**config.mk**
```make
export PLATFORM = sky130hd
export DESIGN_NAME = level_meter_flat
export DESIGN_NICKNAME = d
export VERILOG_FILES = /design/src/rtl/level_meter_if.sv /design/src/rtl/level_meter.sv /design/src/flat_wrapper.sv
export SDC_FILE = /design/constraint.sdc
export NUM_CORES = 1
export LEC_CHECK = 0
export CAP_MARGIN = 0
export CELL_PAD_IN_SITES_DETAIL_PLACEMENT = 1
export CELL_PAD_IN_SITES_GLOBAL_PLACEMENT = 2
export CORE_ASPECT_RATIO = 0.8
export CORE_MARGIN = 1
export CORE_UTILIZATION = 36
export CTS_BUF_LIST = sky130_fd_sc_hd__clkbuf_2
export DETAILED_ROUTE_END_ITERATION = 16
export PLACE_DENSITY = 0.93
export SYNTH_ARGS = -nofsm -noshare
export SYNTH_HDL_FRONTEND = slang
export SYNTH_SLANG_ARGS = --single-unit
```
**constraint.sdc**
```tcl
create_clock -name dclk -period 2.5 [get_ports dclk]
set_input_delay 0.75 -clock dclk [delete_from_list [all_inputs] [get_ports dclk]]
set_output_delay 0.75 -clock dclk [all_outputs]
set_load 0.01 [all_outputs]
```
**src/rtl/level_meter_if.sv**
```systemverilog
// level_meter_if: sample stream in, peak level word and update strobe out.
interface level_meter_if #(
  parameter int DATA_W = 12,
  parameter int OUT_W  = 6
);
  logic              sample_valid;
  logic [DATA_W-1:0] sample;
  logic [OUT_W-1:0]  level;
  logic              level_update;
  modport master (output sample_valid, sample, input level, level_update);
  modport slave  (input sample_valid, sample, output level, level_update);
endinterface

```
**src/rtl/level_meter.sv**
```systemverilog
// level_meter: folds ADC samples into magnitudes and publishes the per-window peak level.
// Optional LEVEL_DECAY_EN: level falls by at most DECAY_STEP per window.
module level_meter #(
  parameter int DATA_W     = 12,
  parameter int WIN_LOG2   = 9,
  parameter int OUT_W      = 6,
  parameter int DECAY_STEP = 1
) (
  input logic           dclk,
  input logic           rst,
  level_meter_if.slave  bus
);
`ifdef LEVEL_DECAY_EN
  localparam bit DECAY_ON = 1'b1;
`else
  localparam bit DECAY_ON = 1'b0;
`endif
  localparam logic [OUT_W-1:0] STEP = OUT_W'(DECAY_STEP);
  typedef enum logic {IDLE, ACCUM} state_t;
  state_t              state_q, state_d;
  logic [DATA_W-2:0]   peak_q, peak_d, mag, pk;
  logic [WIN_LOG2-1:0] cnt_q, cnt_d;
  logic [OUT_W-1:0]    level_q, level_d, level_new, level_dec, level_calc;
  logic                upd_q, upd_d, win_end;
  // Below mid-scale the distance to mid is the ones' complement of the low bits.
  assign mag        = bus.sample[DATA_W-1] ? bus.sample[DATA_W-2:0] : ~bus.sample[DATA_W-2:0];
  assign pk         = (mag > peak_q) ? mag : peak_q;
  assign level_new  = pk[DATA_W-2 -: OUT_W];
  assign level_dec  = (level_q > STEP) ? level_q - STEP : '0;
  assign level_calc = (DECAY_ON && level_dec > level_new) ? level_dec : level_new;
  assign win_end    = bus.sample_valid && (cnt_q == {WIN_LOG2{1'b1}});
  always_comb begin
    state_d = bus.sample_valid ? ACCUM : state_q;
    cnt_d   = bus.sample_valid ? cnt_q + 1'b1 : cnt_q;
    peak_d  = !bus.sample_valid ? peak_q : (win_end ? '0 : pk);
    level_d = win_end ? level_calc : level_q;
    upd_d   = win_end;
  end
  always_ff @(posedge dclk or posedge rst) begin
    if (rst) begin
      state_q <= IDLE;
      cnt_q   <= '0;
      peak_q  <= '0;
      level_q <= '0;
      upd_q   <= 1'b0;
    end else begin
      state_q <= state_d;
      cnt_q   <= cnt_d;
      peak_q  <= peak_d;
      level_q <= level_d;
      upd_q   <= upd_d;
    end
  end
  assign bus.level        = level_q;
  assign bus.level_update = upd_q;
endmodule

```
**src/flat_wrapper.sv**
```systemverilog
// flat-port wrapper written by rule: the top's interface ports become plain ports
module level_meter_flat 
#(
  parameter int DATA_W     = 12,
  parameter int WIN_LOG2   = 9,
  parameter int OUT_W      = 6,
  parameter int DECAY_STEP = 1
)
  (dclk, rst, bus_sample_valid, bus_sample, bus_level, bus_level_update);
  level_meter_if #(.DATA_W(DATA_W), .OUT_W(OUT_W)) bus_i ();
  input logic dclk;
  input logic rst;
  input wire logic [$bits(bus_i.sample_valid)-1:0] bus_sample_valid;
  input wire logic [$bits(bus_i.sample)-1:0] bus_sample;
  output wire logic [$bits(bus_i.level)-1:0] bus_level;
  output wire logic [$bits(bus_i.level_update)-1:0] bus_level_update;
  assign bus_i.sample_valid = bus_sample_valid;
  assign bus_i.sample = bus_sample;
  assign bus_level = bus_i.level;
  assign bus_level_update = bus_i.level_update;
  level_meter #(.DATA_W(DATA_W), .WIN_LOG2(WIN_LOG2), .OUT_W(OUT_W), .DECAY_STEP(DECAY_STEP)) u_core (.dclk(dclk), .rst(rst), .bus(bus_i));
endmodule
```
==> reports/qor.csv <==
stage,metric,value,unit
worst_setup_path,crit_arrival,2.84,ns
detailed_routing,drt_iter0_markers,80,
cts,htree_levels,1,
timing,final_hold_viol_count,0,
yosys,synth_common_cells,"dfrtp_1, inv_1, ha_1, xnor2_1, nand4_1",
yosys,synth.distinct_cells,33,
power,p_int,0.001269,W
cts,path_clk_slew,0.27,ns
power,p_per_area,885.7,mW/mm²
cts,worstSkewPairLatency,0.41,ns
detailed_routing,wirelength,5.761,mm
power,peakVddDrop,0.0004910,V
yosys,ys_seq_elements,27,
detailed_routing,drt-pass1-iter-count,4,
grt,grt_use_total,0.2360,
placed_design,port_buffers,21,
power,p_sw,0.001007,W
placed_design,place_congestion,0.8043,
yosys,synth-seq-area-share,0.4113,
cts,clock-root-buffer,clkbuf_2,
worst_setup_path,critPathLaunchType,input port,
yosys,syn_avg_cell_area,9.897,µm²
grt,grt_first_pass_wirelength,8.714,mm
detailed_routing,wl_per_cell,20.87,µm
timing,slew_viol_final,0,
yosys,synthMostInstantiatedCell,dfrtp_1,
power,swShare,0.4424,
power,p_leak,1.110,nW
yosys,async_flop_share,1.000,
run,maxCapViolCount,0,
worst_setup_path,crit_type,input port to register,
cts,numCtsBuffers,3,
grt,grt_pass1_vias,1646,
worst_setup_path,crit_required,2.82,ns
timing,finalCriticalPeriod,2.521,ns
cts,cts_tree,built,
grt,overflow,0,
yosys,synth_top_area_share,0.4113,
timing,fmax,396.7,MHz
power,p_comb_frac,0.610,
yosys,synthFlopType,dfrtp_1,
power,power.share.sequential,0.307,
timing,fin_ws,-0.02054,ns
timing,finClkSkew,0.03913,ns
hold_path,hp-class,register to register,
die,die_area,0.004839,mm²
yosys,synth_nets,194,
timing,fin_crit_sh,1.008,
die,rows,21,
detailed_routing,vias,1516,
yosys,yosys_warnings,0,
die,io_pins,22,
cts,cts.sinks,27,
die,fp.dieH,62.42,µm
die,start_util,0.3836,
die,die_w,77.53,µm
placed_design,place_hpwl,3.589,mm
layout,layout-drive-gt1-share,0.4292,
placed_design,pre_cts_ws,-0.8866,ns
status,outcome,finished with violations,
layout,diodes,0,
yosys,netlist_top_cells_area,"dfrtp_1, ha_1, xnor2_1",
cts,clockBufferDepth,2,
layout,nets,248,
status,violations,setup timing,
detailed_routing,drtAntennaViolNets,0,
timing,worst_slew_pin_slew,0.5445,ns
worst_setup_path,cp-end-kind,register,
yosys,syn_inst,166,
die,coreArea,0.004283,mm²
timing,setup-violations-final,1,
power,p_clk_frac,0.083,
grt,grt_max_degree,28,
layout,syn2layout_area_growth,56.36,%
yosys,synth_edf_count,0,
worst_setup_path,crit_fanout,6,
detailed_routing,drc,0,
timing,max_slew_margin,0.6366,
detailed_routing,via_per_inst,5.493,
yosys,syn_area,0.001643,mm²
grt,antenna_found_initial,0,
layout,post-route-util,0.5998,
yosys,synth_area_leader_cell,dfrtp_1,
cell families after synthesis:
logic type               after synthesis  synth area share
flip-flops                            27            0.4113
buffers and inverters                 25           0.05940
multiplexers                           2           0.01371
adder cells (fa/ha/maj)               13           0.09901
AND/OR/NAND/NOR                       43            0.1424
XOR/XNOR                              18           0.09596
AO/OA/AOI/OAI                         38            0.1782
worst max-delay path, stage by stage:
cell and delay [ns]:
buf_4 0.14, buf_12 0.15, buf_4 0.15, xnor2_4 0.19, ha_4 0.24, nand4_1 0.13
a211oi_2 0.08, a2111oi_4 0.46, buf_4 0.21, nor2_2 0.04, buf_4 0.15, o221ai_2 0.15
metal layers:
layer	part of all wire	vias up	GRT usage
met5	0	-	0
met4	0.024	0	0.07075
met3	0.023	8	0.02774
met2	0.54	31	0.4170
met1	0.42	776	0.3016
li1	-	701	-
sequential cells by signal (all words and copies together), names as in the netlist:
register and flops:
u_core.bus.level 6, u_core.cnt_q 9, u_core.bus.level_update 1, u_core.peak_q 11
power by group through the flow:
| stage | clock network (W) | registers, W | logic [W] |
|---|---|---|---|
| finish | 0.000190 | 0.000698 | 0.00139 |
| floorplan | 0 | 0.000664 | 0.000700 |
| CTS | 0.000185 | 0.000684 | 0.00122 |
| global route | 0.000212 | 0.000716 | 0.00149 |
| detailed placement | 0 | 0.000695 | 0.00103 |
| global placement | 0 | 0.000683 | 0.000958 |
timing repair:
action / in CTS / in global routing
resized for setup: 52 / 26
hold buffers: 0 / 0
buffers inserted: 6 / 5
setup endpoints to repair: 17 / 17
pin swaps: 11 / 19
per-stage QoR:
stage / hold slack (ns) / power, W / instances / area, µm² / TNS, ns
2_1_floorplan: 0.4392 / 0.001364 / 166 / 1705 / -0.6215
3_3_place_gp: 0.4576 / 0.001641 / 262 / 2123 / -11.41
3_5_place_dp: 0.4752 / 0.001728 / 262 / 2123 / -14.07
4_1_cts: 0.5049 / 0.002089 / 271 / 2392 / 0
5_1_grt: 0.5257 / 0.002421 / 276 / 2569 / -0.2309
6_report: 0.5075 / 0.002275 / 276 / 2569 / -0.02054
cell usage in the layout (no fill, tap or decap), types with 3 or more instances in the layout:
cell	instances
a21oi_1	5
a21oi_2	4
a31oi_1	3
a31oi_2	3
buf_4	31
clkbuf_2	6
clkdlybuf4s50_1	9
dfrtp_1	27
dlygate4sd2_1	4
dlymetal6s2s_1	3
ha_1	5
ha_4	8
inv_1	14
inv_2	5
nand2_1	7
nand2b_1	5
nand3_1	3
nand4_1	10
nor2_1	8
o21ai_0	5
o221ai_2	4
o32ai_2	5
xnor2_1	6
xnor2_2	3
xor2_4	5
path summary, 6_finish.rpt:
check / start / end / slack [ns] / cells after the start
max: bus_sample[11] / u_core.peak_q[4] / -0.02 / 12
min: u_core.cnt_q[7] / u_core.cnt_q[7] / 0.51 / 1
max reg2reg: u_core.peak_q[2] / u_core.peak_q[4] / 0.27 / 9
min reg2reg: u_core.cnt_q[7] / u_core.cnt_q[7] / 0.51 / 1
max in group asynchronous: rst / u_core.cnt_q[4] / 1.55 / 3
min in group asynchronous: rst / u_core.peak_q[6] / 0.64 / 3
layout make-up:
cell class,count,area (µm²)
fillers,450,1714
multi-input cells,114,1245
flip-flops and latches,27,675.6
repair buffers,55,483.0
inverters,19,71.32
well taps,57,71.32
clock buffers,3,15.01
clock inverters,1,7.507
Note: power is estimated with default switching activity, not from simulation.
==> RTL edit 1 (same flow settings) <==
`DATA_W` is set to 12 in 3 places; all go to 18.
--- a/src/rtl/level_meter_if.sv
+++ b/src/rtl/level_meter_if.sv
@@ -1,6 +1,6 @@
 // level_meter_if: sample stream in, peak level word and update strobe out.
 interface level_meter_if #(
-  parameter int DATA_W = 12,
+  parameter int DATA_W = 18,
   parameter int OUT_W  = 6
 );
   logic              sample_valid;
--- a/src/rtl/level_meter.sv
+++ b/src/rtl/level_meter.sv
@@ -1,7 +1,7 @@
 // level_meter: folds ADC samples into magnitudes and publishes the per-window peak level.
 // Optional LEVEL_DECAY_EN: level falls by at most DECAY_STEP per window.
 module level_meter #(
-  parameter int DATA_W     = 12,
+  parameter int DATA_W     = 18,
   parameter int WIN_LOG2   = 9,
   parameter int OUT_W      = 6,
   parameter int DECAY_STEP = 1
--- a/src/flat_wrapper.sv
+++ b/src/flat_wrapper.sv
@@ -1,7 +1,7 @@
 // flat-port wrapper written by rule: the top's interface ports become plain ports
 module level_meter_flat 
 #(
-  parameter int DATA_W     = 12,
+  parameter int DATA_W     = 18,
   parameter int WIN_LOG2   = 9,
   parameter int OUT_W      = 6,
   parameter int DECAY_STEP = 1
Interface: changed (resized bus_sample); port bits go from 22 to 28. The function was not compared with the original's and may differ.
==> RTL edit 1 against the original RTL <==
The run still ends with setup timing left. Synthesized area is 30% higher. Setup slack worse by 0.11 ns. Final area is 37% higher. Global-route usage is 2.2 points higher. Sequential cell count is 6 higher. Wire length is 53% higher. Power is 50% higher. Clock skew is 0.0095 ns lower. Sequential share of layout area is 2.8 points lower. Critical path type unchanged. Count of clock-buffer cells in the layout is 2 higher.
==> RTL edit 1: results (changes against the original RTL) <==
Drt
The detailed-route wire length is 8840 um (+53%). The total met2 wirelength after detailed routing was 4520 um (+46%). The number of design-rule violations left by the first detailed-router iteration is 160 (+100%). The routed length on met1 came to 3610 um (+50%). The met3 layer wire length in the routed design was 337 um (+160%).

Yosys
The post-synthesis share of cell area spent on full adders, half adders and majority gates came to 0.112 (+0.0126). By area the synthesized netlist is led by dfrtp_1, ha_1, xnor2_1. The count of different cell masters after synthesis was 37 (+12%). The total nets after synthesis came to 264 (+36%). The multiplexer share of the synthesized area is 0.0106 (-0.00314). The synthesized-area fraction occupied by xor and xnor cells was 0.0986 (+0.00269). In the synthesized netlist, the cells that appear most often are dfrtp_1, inv_1, xnor2_1, ha_1, nand3_1. The synthesized-area fraction occupied by ao, oa, aoi and oai cells is 0.151 (-0.0267). The sequential share of the synthesized area is 0.388 (-0.0237).

Clock network
The number of clock buffers inserted by TritonCTS is 5 (+2). The number of H-tree branching levels came to 2 (+1). The clock transition at the registers of the reported paths was 0.24 ns (-0.03 ns).

The clock latency at the later pin of the worst-skew pair is 0.43 ns (+0.02 ns).

Critical path
The arrival time of data at the critical path endpoint was 2.98 ns (+0.14 ns). The largest driver fanout on the critical path came to 5 (-1).

GRT
The wire length of the first global-routing pass is 11900 um (+36%). The via count of the first global-routing pass is 2231 (+36%). The met3 capacity usage during global routing came to 0.0455 (+0.0178). The overall routing resource usage is 0.258 (+0.0223). The global routing met1 resource utilization is 0.318 (+0.0166). The pin count of the biggest net entering global routing is 34 (+21%).

Power
The clock share of power is 0.091 (+0.008). The static leakage is 1.50 nW (+35%). The worst IR drop on VDD is 0.375 mV (-24%). The overall power came to 3.42 mW (+50%). The combinational group power is 2.22 mW (+60%).

Outcome
The checks that failed: setup timing. The flow ran to the end, but the final reports show violations.

Timing
The remaining max-slew budget at the tightest pin was 0.676 (+0.0397). The final number of setup-violating endpoints is 22 (+21). The final total negative setup slack is -1.40 ns (-1.38 ns).

The worst clock skew is 0.0297 ns (-0.00947 ns). The smallest setup slack after layout came to -0.135 ns (-0.115 ns).

Placement
The final HPWL from detailed placement is 4140 um (+15%). The number of buffers added on ports is 27 (+29%). The weighted congestion at the end of routability-driven global placement was 0.827 (+2.8%).

Cells and area
The fraction of layout instances using a drive strength above 1 is 0.388 (-0.0409). The final net count came to 330 (+33%). The flip-flop count of the largest register after layout is 17 (+6).
-- RTL edit 1: final timing paths --
kind,from,endpoint,slack (ns),depth (start not counted)
max in group asynchronous,rst,u_core.bus.level[0],1.47,3
min reg2reg,u_core.cnt_q[6],u_core.cnt_q[6],0.49,1
min in group asynchronous,rst,u_core.peak_q[6],0.67,3
max reg2reg,u_core.peak_q[8],u_core.bus.level[1],0.06,11
max,bus_sample[17],u_core.bus.level[1],-0.14,13
min,u_core.cnt_q[6],u_core.cnt_q[6],0.49,1
-- RTL edit 1: repair_timing --
| action | in CTS | in global routing |
|---|---|---|
| pin swaps | 29 | 37 |
| endpoints found under the setup margin | 23 | 23 |
| cloned | 2 | 0 |
| setup buffers | 17 | 5 |
| gates resized for setup | 56 | 55 |
-- RTL edit 1: worst max-delay path: stages --
cell     delay (ns)
buf_12         0.12
buf_12         0.15
xnor2_4        0.16
ha_4           0.27
nand4_1        0.19
buf_4          0.20
buf_4          0.13
nor2_2         0.26
nand3_4        0.20
o21ai_2        0.14
buf_6          0.14
nand2_1        0.08
a41oi_2        0.18
-- RTL edit 1: area by class of cell --
class,instances,area [um^2]
fillers,585,2080
multi-input cells,155,1730
flip-flops and latches,33,826
repair buffers,70,716
well taps,78,97.6
inverters,25,93.8
clock buffers,5,25.0
clock inverters,3,22.5
-- RTL edit 1: per-stage QoR --
| stage | cells | cell area, um^2 | util |
|---|---|---|---|
| 6_report | 369 | 3510 | 0.628 |
| 3_5_place_dp | 338 | 2640 | 0.473 |
| 5_1_grt | 369 | 3510 | 0.628 |
| 4_1_cts | 364 | 3070 | 0.549 |
| 2_1_floorplan | 224 | 2200 | - |
| 3_3_place_gp | 338 | 2640 | 0.473 |
==> RTL edit 2 (config.mk and constraints unchanged) <==
Made on the original files. Make the reset (`rst`) synchronous in one clocked block.
--- a/src/rtl/level_meter.sv
+++ b/src/rtl/level_meter.sv
@@ -36,7 +36,7 @@
     level_d = win_end ? level_calc : level_q;
     upd_d   = win_end;
   end
-  always_ff @(posedge dclk or posedge rst) begin
+  always_ff @(posedge dclk) begin
     if (rst) begin
       state_q <= IDLE;
       cnt_q   <= '0;
Behaviour: same outputs for any inputs over 10 cycles, from zero or initial values and one cycle with rst high; that may be too few to reach the edited logic, so the function may still have changed.
==> RTL edit 2 against the original RTL <==
The run still ends with setup timing left. Synthesized area down 0.99%. Worst hold slack improved by 0.018 ns. Wire length grew 26%. Synthesized cell count increased by 13%. First-iteration DRC count is 10% lower. Sequential cell count stayed put. Setup slack worse by 0.068 ns. Final area up 1.9%. Die area is 0.96% lower. Count of clock-buffer cells in the layout did not move. Critical path depth down 1. Via count is 16% higher. Critical endpoint is now u_core.bus.level[4]. Largest cell class unchanged. Highest routed layer unchanged.
Power is not compared: it rests on default switching activity, and its combinational part moved more than twofold at a synthesized area within 25%.
==> RTL edit 2: results (changes against the original RTL) <==
Yosys
The total nets after synthesis is 216 (+11%). The sequential share of the synthesized area is 0.332 (-0.0790). Sorting the synthesized cells by area gives the leading types as dfxtp_1, ha_1, xnor2_1. By count the netlist is led by dfxtp_1, nor2_1, nand4_1, ha_1, xnor2_1. The async set or reset register ratio after synthesis came to 0 (-1.00).

Clock network
The clock transition at the registers of the reported paths is 0.31 ns (+0.04 ns).

GRT
The via count of the first global-routing pass came to 1870 (+14%). The pin count of the biggest net entering global routing came to 21 (-25%). The overall routing resource usage is 0.262 (+0.0258). The wire length of the first global-routing pass is 9670 um (+11%).

Power
The worst IR drop on VDD is between 0.2 and 0.3 mV.

Outcome
The checks that failed: setup timing. The run finished, with violations left.

Cells and area
The fraction of layout instances using a drive strength above 1 was 0.360 (-0.0694). The final cell count without fillers is 296 (+7.2%). The fill cell instance count of the final layout is 467 (+3.8%).

Counting flops per register, the top entry is u_core.peak_q. The final net count is 268 (+8.1%).

Worst hold path
The depth of the worst hold-timing path was 2 (+1).

Placement
The post-place setup slack was -0.823 ns (+0.0638 ns). The post-placement cell count is 281 (+7.3%). The weighted congestion at the end of routability-driven global placement is 0.777 (-3.4%).

Timing
The smallest setup slack after layout is -0.0890 ns (-0.0685 ns). The remaining max-slew budget at the tightest pin came to 0.691 (+0.0542). The worst clock skew came to 0.0263 ns (-0.0128 ns). The final number of setup-violating endpoints is 6 (+5).

Critical path
The arrival time of data at the critical path endpoint is 2.93 ns (+0.09 ns).

Drt
The detail-routed via count per cell is 5.95 (+8.3%). The average wire per standard cell is 24.5 um (+17%).
[RTL edit 2: cell count changes in the layout (fill, tap and decap cells not counted), sizes merged, moves of 5 or more]
cell,change
a311oi,+5
nor2,+5
dfrtp,-27
dfxtp,+27
o211ai,+5
o32ai,-5
inv,-9
[RTL edit 2: layout make-up]
class                           count  area, um^2  area share
Clock buffer                        3        15.0     0.00574
Clock inverter                      1        7.51     0.00287
Inverter                           10        37.5      0.0143
Multi-Input combinational cell    139        1400       0.534
Sequential cell                    27         541       0.207
Tap cell                           57        71.3      0.0273
Timing Repair Buffer               59         548       0.209
[RTL edit 2: final timing paths]
check                                 startpoint             endpoint  slack, ns
worst max-delay path              bus_sample[11]  u_core.bus.level[4]      -0.09
worst min-delay path            u_core.peak_q[4]     u_core.peak_q[4]       0.53
worst max register to register  u_core.peak_q[9]  u_core.bus.level[4]       0.06
worst min register to register  u_core.peak_q[4]     u_core.peak_q[4]       0.53
[RTL edit 2: repair_timing]
action | 4_1_cts | 5_1_grt
buffers inserted | 7 | 3
cloned | 2 | 0
endpoints found under the setup margin | 17 | 17
resized for setup | 42 | 40
pin swaps | 23 | 25
[RTL edit 2: worst max-delay path: stages]
cell and delay [ns]:
buf_8 0.11, buf_12 0.15, xnor2_4 0.16, ha_4 0.29, nand4_1 0.23, a211oi_4 0.27, a2111o_1 0.25, buf_6 0.14
buf_4 0.13, nand3_1 0.12, a311oi_2 0.32
[RTL edit 2: power by group]
group | total (mW) | internal, mW | switching [mW]
clock network | 0.191 | 0.0370 | 0.154
logic | 0.665 | 0.336 | 0.329
registers | 0.479 | 0.456 | 0.0232
total | 1.34 | 0.829 | 0.506
[RTL edit 2: cell families after synthesis]
| family | synth area share |
|---|---|
| simple gates | 0.195 |
| compound gates | 0.209 |
| flops | 0.332 |
| buf+inv | 0.0638 |
| xor+xnor | 0.0808 |
| fa+ha+maj | 0.100 |
| mux | 0.0185 |
[RTL edit 2: routing by layer]
metal / share of wire / up-vias / global-route usage
li1: - / 790 / -
met1: 0.42 / 866 / 0.313
met2: 0.49 / 71 / 0.468
met3: 0.040 / 33 / 0.0471
met4: 0.048 / 0 / 0.0896
met5: 0 / - / 0
